==> src/rtl/array_result_drain.sv <==
// Result drain below the systolic array: ping-pong row buffer
// serialized one lane per beat onto a valid/ready stream.
module array_result_drain #(
   parameter  int DATA_WIDTH = 8,
   parameter  int BLOCK_SIZE = 4,
   parameter  int ARRAY_SIZE = 4,
   localparam int LANES      = BLOCK_SIZE * ARRAY_SIZE,
   localparam int LW         = $clog2(LANES),
   localparam int WW         = 4 * DATA_WIDTH
) (
   input  logic          Clk,
   input  logic          rst,
   input  logic [WW-1:0] Array_Output [LANES],
   input  logic          capture_valid,
   input  logic          relu_en,
   output logic          capture_ready,
   output logic [WW-1:0] out_data,
   output logic [LW-1:0] out_lane,
   output logic          out_last,
   output logic          out_valid,
   input  logic          out_ready,
   output logic          busy,
   output logic          overflow
);

   logic [WW-1:0] bank_q [2][LANES];
   logic [1:0]    full_q, full_d;
   logic [1:0]    relu_q, relu_d;
   logic          wr_bank_q, wr_bank_d;
   logic          rd_bank_q, rd_bank_d;
   logic [LW-1:0] lane_cnt_q, lane_cnt_d;
   logic          overflow_q, overflow_d;

   logic          do_cap;
   logic          do_drop;
   logic          do_beat;
   logic          at_last;
   logic [WW-1:0] rd_word;

   assign capture_ready = !full_q[wr_bank_q];
   assign do_cap        = capture_valid && capture_ready;
   assign do_drop       = capture_valid && !capture_ready;
   assign out_valid     = full_q[rd_bank_q];
   assign at_last       = (lane_cnt_q == LW'(LANES - 1));
   assign do_beat       = out_valid && out_ready;
   assign out_lane      = lane_cnt_q;
   assign out_last      = out_valid && at_last;
   assign busy          = full_q[0] | full_q[1];
   assign overflow      = overflow_q;

   // Read mux with optional clamp of negative words to zero.
   always_comb begin
      rd_word  = bank_q[rd_bank_q][lane_cnt_q];
      out_data = rd_word;
      if (relu_q[rd_bank_q] && rd_word[WW-1]) begin
         out_data = '0;
      end
   end

   // Next state for flags and pointers; capture and last beat
   // never hit the same bank because a full bank blocks capture.
   always_comb begin
      full_d     = full_q;
      relu_d     = relu_q;
      wr_bank_d  = wr_bank_q;
      rd_bank_d  = rd_bank_q;
      lane_cnt_d = lane_cnt_q;
      overflow_d = overflow_q | do_drop;
      if (do_cap) begin
         full_d[wr_bank_q] = 1'b1;
         relu_d[wr_bank_q] = relu_en;
         wr_bank_d         = !wr_bank_q;
      end
      if (do_beat) begin
         if (at_last) begin
            lane_cnt_d        = '0;
            full_d[rd_bank_q] = 1'b0;
            rd_bank_d         = !rd_bank_q;
         end else begin
            lane_cnt_d = lane_cnt_q + LW'(1);
         end
      end
   end

   // Control registers.
   always_ff @(posedge Clk or negedge rst) begin
      if (!rst) begin
         full_q     <= '0;
         relu_q     <= '0;
         wr_bank_q  <= 1'b0;
         rd_bank_q  <= 1'b0;
         lane_cnt_q <= '0;
         overflow_q <= 1'b0;
      end else begin
         full_q     <= full_d;
         relu_q     <= relu_d;
         wr_bank_q  <= wr_bank_d;
         rd_bank_q  <= rd_bank_d;
         lane_cnt_q <= lane_cnt_d;
         overflow_q <= overflow_d;
      end
   end

   // Row storage: whole row written into the write bank at once.
   always_ff @(posedge Clk or negedge rst) begin
      if (!rst) begin
         for (int b = 0; b < 2; b++) begin
            for (int l = 0; l < LANES; l++) begin
               bank_q[b][l] <= '0;
            end
         end
      end else if (do_cap) begin
         for (int l = 0; l < LANES; l++) begin
            bank_q[wr_bank_q][l] <= Array_Output[l];
         end
      end
   end

endmodule
==> config.mk <==
export PLATFORM = sky130hd
export DESIGN_NAME = array_result_drain
export DESIGN_NICKNAME = d
export VERILOG_FILES = /design/src/rtl/array_result_drain.sv
export SDC_FILE = /design/constraint.sdc
export NUM_CORES = 2
export LEC_CHECK = 0
export CELL_PAD_IN_SITES_DETAIL_PLACEMENT = 0
export CELL_PAD_IN_SITES_GLOBAL_PLACEMENT = 1
export CORE_MARGIN = 2
export CORE_UTILIZATION = 45
export DETAILED_ROUTE_END_ITERATION = 12
export PLACE_DENSITY = 0.91
export SKIP_LAST_GASP = 1
export SLEW_MARGIN = 20
export SYNTH_ARGS = -nofsm -noshare
export SYNTH_HDL_FRONTEND = slang
export SYNTH_SLANG_ARGS = --single-unit
==> constraint.sdc <==
create_clock -name Clk -period 3.9 [get_ports Clk]
set_clock_uncertainty 0.1 [all_clocks]
set_input_delay 1.17 -clock Clk [delete_from_list [all_inputs] [get_ports Clk]]
set_output_delay 1.17 -clock Clk [all_outputs]
set_load 0.1 [all_outputs]
==> metrics.md <==
| Metric | Value |
|---|---|
| Site Rows | `roughly 120` |
| Fin crit period | `4.477 ns` |
| Endpoint class of the critical path | `output port` |
| Top Ports | `between 500 and 600` |
| Number of synthesized flops with an enable pin | `0` |
| Clock power frac | `roughly 18%` |
| Synth Cell Area | `46,540 sq um` |
| First DRT Iteration DRCs | `3,410` |
| Die Area | `106,000 sq um` |
| Sequential share of power | `around 33%` |
| Area of placed instances | `55,120 sq um` |
| Failing checks | `setup timing` |
| WS Path Type | `reg -> out` |
| CTS Buf Count | `108` |
| Most frequent cells in the layout | `1,573 x nand2_1, 1,030 x dfrtp_1, 518 x mux2_2` |
| Fin. max-slew vios | `0` |
| Req. time, crit path | `2.63 ns` |
| Cells after synthesis | `3,820` |
| R2r setup slk | `1.69 ns` |
| Clock Tree Buf Depth | `3` |
| Final WL | `148.9 mm` |
| Cell Pwr Density | `956.9 nW/um^2` |
| Clock transition at the registers of the reported paths | `0.06 ns` |
| Buf/Inv on CP | `4` |
| Area Overhead vs Synth | `28.08%` |
| Total power | `0.05704 W` |
| Multi-input logic area | `20,110 sq um` |
| Reg2reg path depth | `4` |
| Clk Tree Root Cell | `clkbuf_16` |
| Initial antenna violation count | `40` |
| Slew headroom | `about two fifths` |
| Asr flop ratio synth | `100.0%` |
| Chip Width | `325.6 um` |
| Yosys cell types | `37` |
| Sw frac | `around two fifths` |
| Internal power | `0.03503 W` |
| Nets | `slightly below 5,000` |
| RSZ-0062 raised after global routing | `yes` |
| CP delay by family, top | `multiplexers` |
| Logic pwr share | `approximately 50%` |
| Crit Reg-Reg Endpoint | `bank_q[254]` |
| Vias in the first global route | `34,480` |
| Vias | `32,820` |
| Synthesized flop and latch total | `1,035` |
| Final Cell Area | `59,610 sq um` |
| Crit path largest cell delay | `0.62 ns` |
| Largest net degree at the start of global routing | `122` |
| Final GP Congestion | `0.9039` |
| Final period util | `114.8%` |
| Commonest non-fill, non-tap cell in the layout | `nand2_1` |
| Worst hold slack | `0.3652 ns` |
| Synth Area per Inst | `12.18 sq um` |
| P_sw | `approximately 0.022 W` |
| Register area | `25,920 sq um` |
| Final worst setup slack | `-0.5774 ns` |
| Die Span Y | `325.6 um` |
| Setup TNS | `-16.48 ns` |
| Syn nets | `~4,300` |
| Starting Density | `a little under half` |
| Remaining DRCs | `0` |
| Yosys warns | `0` |
| CTS tree | `built` |
| Grt total ovfl | `0` |
| HPWL after detailed placement | `between 100 and 150 mm` |
| Setup violators final | `32` |
| CP Launch Type | `flop` |
| First-pass GRT wire length | `222.5 mm` |
| Layout cell share with drive strength beyond 1 | `28.63%` |
| FF-to-FF Start | `full_q[1]` |
| Status | `finished, violations left` |
| DRT Pass-1 Iters | `5` |
| Critical path cell sequence | `buf_12 > buf_16 > buf_4 > mux4_2 > mux4_2 > nand2b_4 > a21oi_4 > buf_12` |
| Least-Margin Pin Slew | `0.9215 ns` |
| WL/cell | `25.34 um` |
| Peak supply drop | `about 1.4 mV` |
| Hold WC Path Type | `in -> async` |
| CP max FO | `10` |
| PortBufs | `557` |
| CP max stage cell | `mux4_2` |
| Sequential fraction of the synthesis area | `55.65%` |
| Prevailing post-synth register cell | `dfrtp_1` |
| Maxcap violations | `0` |
| Final ANT Viol Nets | `0` |
| Layout fillers | `approximately 8,100` |
| DR vias/cell | `around 5.6` |
| Final hold vios | `0` |
| Core Footprint | `102,200 sq um` |
| Fmax | `223.3 MHz` |
| Clk sinks | `1,035` |
| Htree depth | `3` |
| Clk Latency, worst-skew pair | `about 0.7 ns` |
| Worst Path Arrival | `3.21 ns` |
| Leak Pwr | `27.12 nW` |
| Overall Global Routing Usage | `about 28%` |
| Worst path depth | `8` |
[Yosys cell counts, types with 2 or more instances]
cell | n | area [sq um]
nor2b_1 | 3 | 18.77
o21ai_0 | 4 | 20.02
nand2b_1 | 33 | 206.5
a21oi_1 | 33 | 165.2
nor2_1 | 3 | 11.26
mux4_2 | 310 | 6982
buf_6 | 8 | 90.09
inv_1 | 3 | 11.26
nand3_1 | 2 | 10.01
buf_4 | 11 | 82.58
nor3_1 | 3 | 15.01
o21bai_1 | 2 | 15.01
clkbuf_1 | 191 | 716.9
and3_1 | 2 | 12.51
nand2_1 | 1579 | 5927
mux2_2 | 519 | 5844
buf_1 | 12 | 45.04
o31ai_1 | 2 | 15.01
buf_2 | 34 | 170.2
o22ai_1 | 2 | 12.51
dfrtp_1 | 1035 | 25900
o221ai_1 | 2 | 17.52
mux2i_1 | 13 | 130.1
[per-stage QoR]
step	worst slack [ns]	utilization (%)	instances
after global routing	-0.6260	58.34	5877
after detailed placement	-0.09309	53.94	5619
after floorplan	-0.1363	-	3820
after CTS	-0.6192	57.94	5840
after global placement	-0.1059	53.94	5619
final	-0.5774	58.34	5877
[layer usage]
metal	up-vias	share of wire, %	wire length, um	track usage [%]
met4	12	4.3	6410	11.69
li1	14210	-	-	-
met3	280	7.6	11320	6.327
met5	-	0.045	67	0
met2	1288	48	71410	44.30
met1	17030	40	59690	37.38
[worst max path at each step]
stage                            from            to  slack, ns
after floorplan           out_lane[0]  out_data[10]      -0.14
after global placement      rd_bank_q   out_data[3]      -0.11
after detailed placement    rd_bank_q   out_data[3]      -0.09
after CTS                   rd_bank_q  out_data[21]      -0.62
after global routing        rd_bank_q   out_data[0]      -0.63
final                       rd_bank_q  out_data[11]      -0.58
[sequential cells by signal (all words and copies together), names as in the netlist]
name and cells:
relu_q 2, wr_bank_q 1, full_q 2, rd_bank_q 1, overflow 1, bank_q 1024
out_lane 4
[kinds of logic (layout without fill, tap and decap cells)]
kind of cell               Yosys count  count (layout)  synth area share [%]
and+or+nand+nor                   1632            1632                 13.44
DFF                               1035            1035                 55.65
muxes                              842             842                 27.84
buffers and inverters              259             927                 2.398
AOI/OAI and AO/OA                   50              50                0.6238
adders and majority gates            1               1               0.02688
xor gates and xnor gates             1               1               0.01882
other                                0              21                     0
[power groups by stage]
stage	Sequential [W]	Clock, W	Combinational, W
floorplan	0.0178	0	0.0179
global placement	0.0187	0	0.0260
detailed placement	0.0189	0	0.0266
CTS	0.0188	0.0104	0.0275
global route	0.0194	0.0109	0.0294
finish	0.0189	0.0103	0.0279
[final cells by class]
class,count,area share [%]
Sequential cell,1035,43.48
Multi-Input combinational cell,2526,33.74
Timing Repair Buffer,724,13.85
Clock buffer,156,5.243
Tap cell,1368,2.871
Clock inverter,44,0.7095
Antenna cell,21,0.08816
Inverter,3,0.01889
[timing repair]
action                                  4_1_cts  5_1_grt
pin swaps                                     2        2
endpoints found under the hold margin         0        0
endpoints found under the setup margin       33       33
resized for setup                            50       23
buffers inserted                             19        9
hold buffers                                  0        0
cloned                                        3        7
Power figures use the tool's default switching activity.
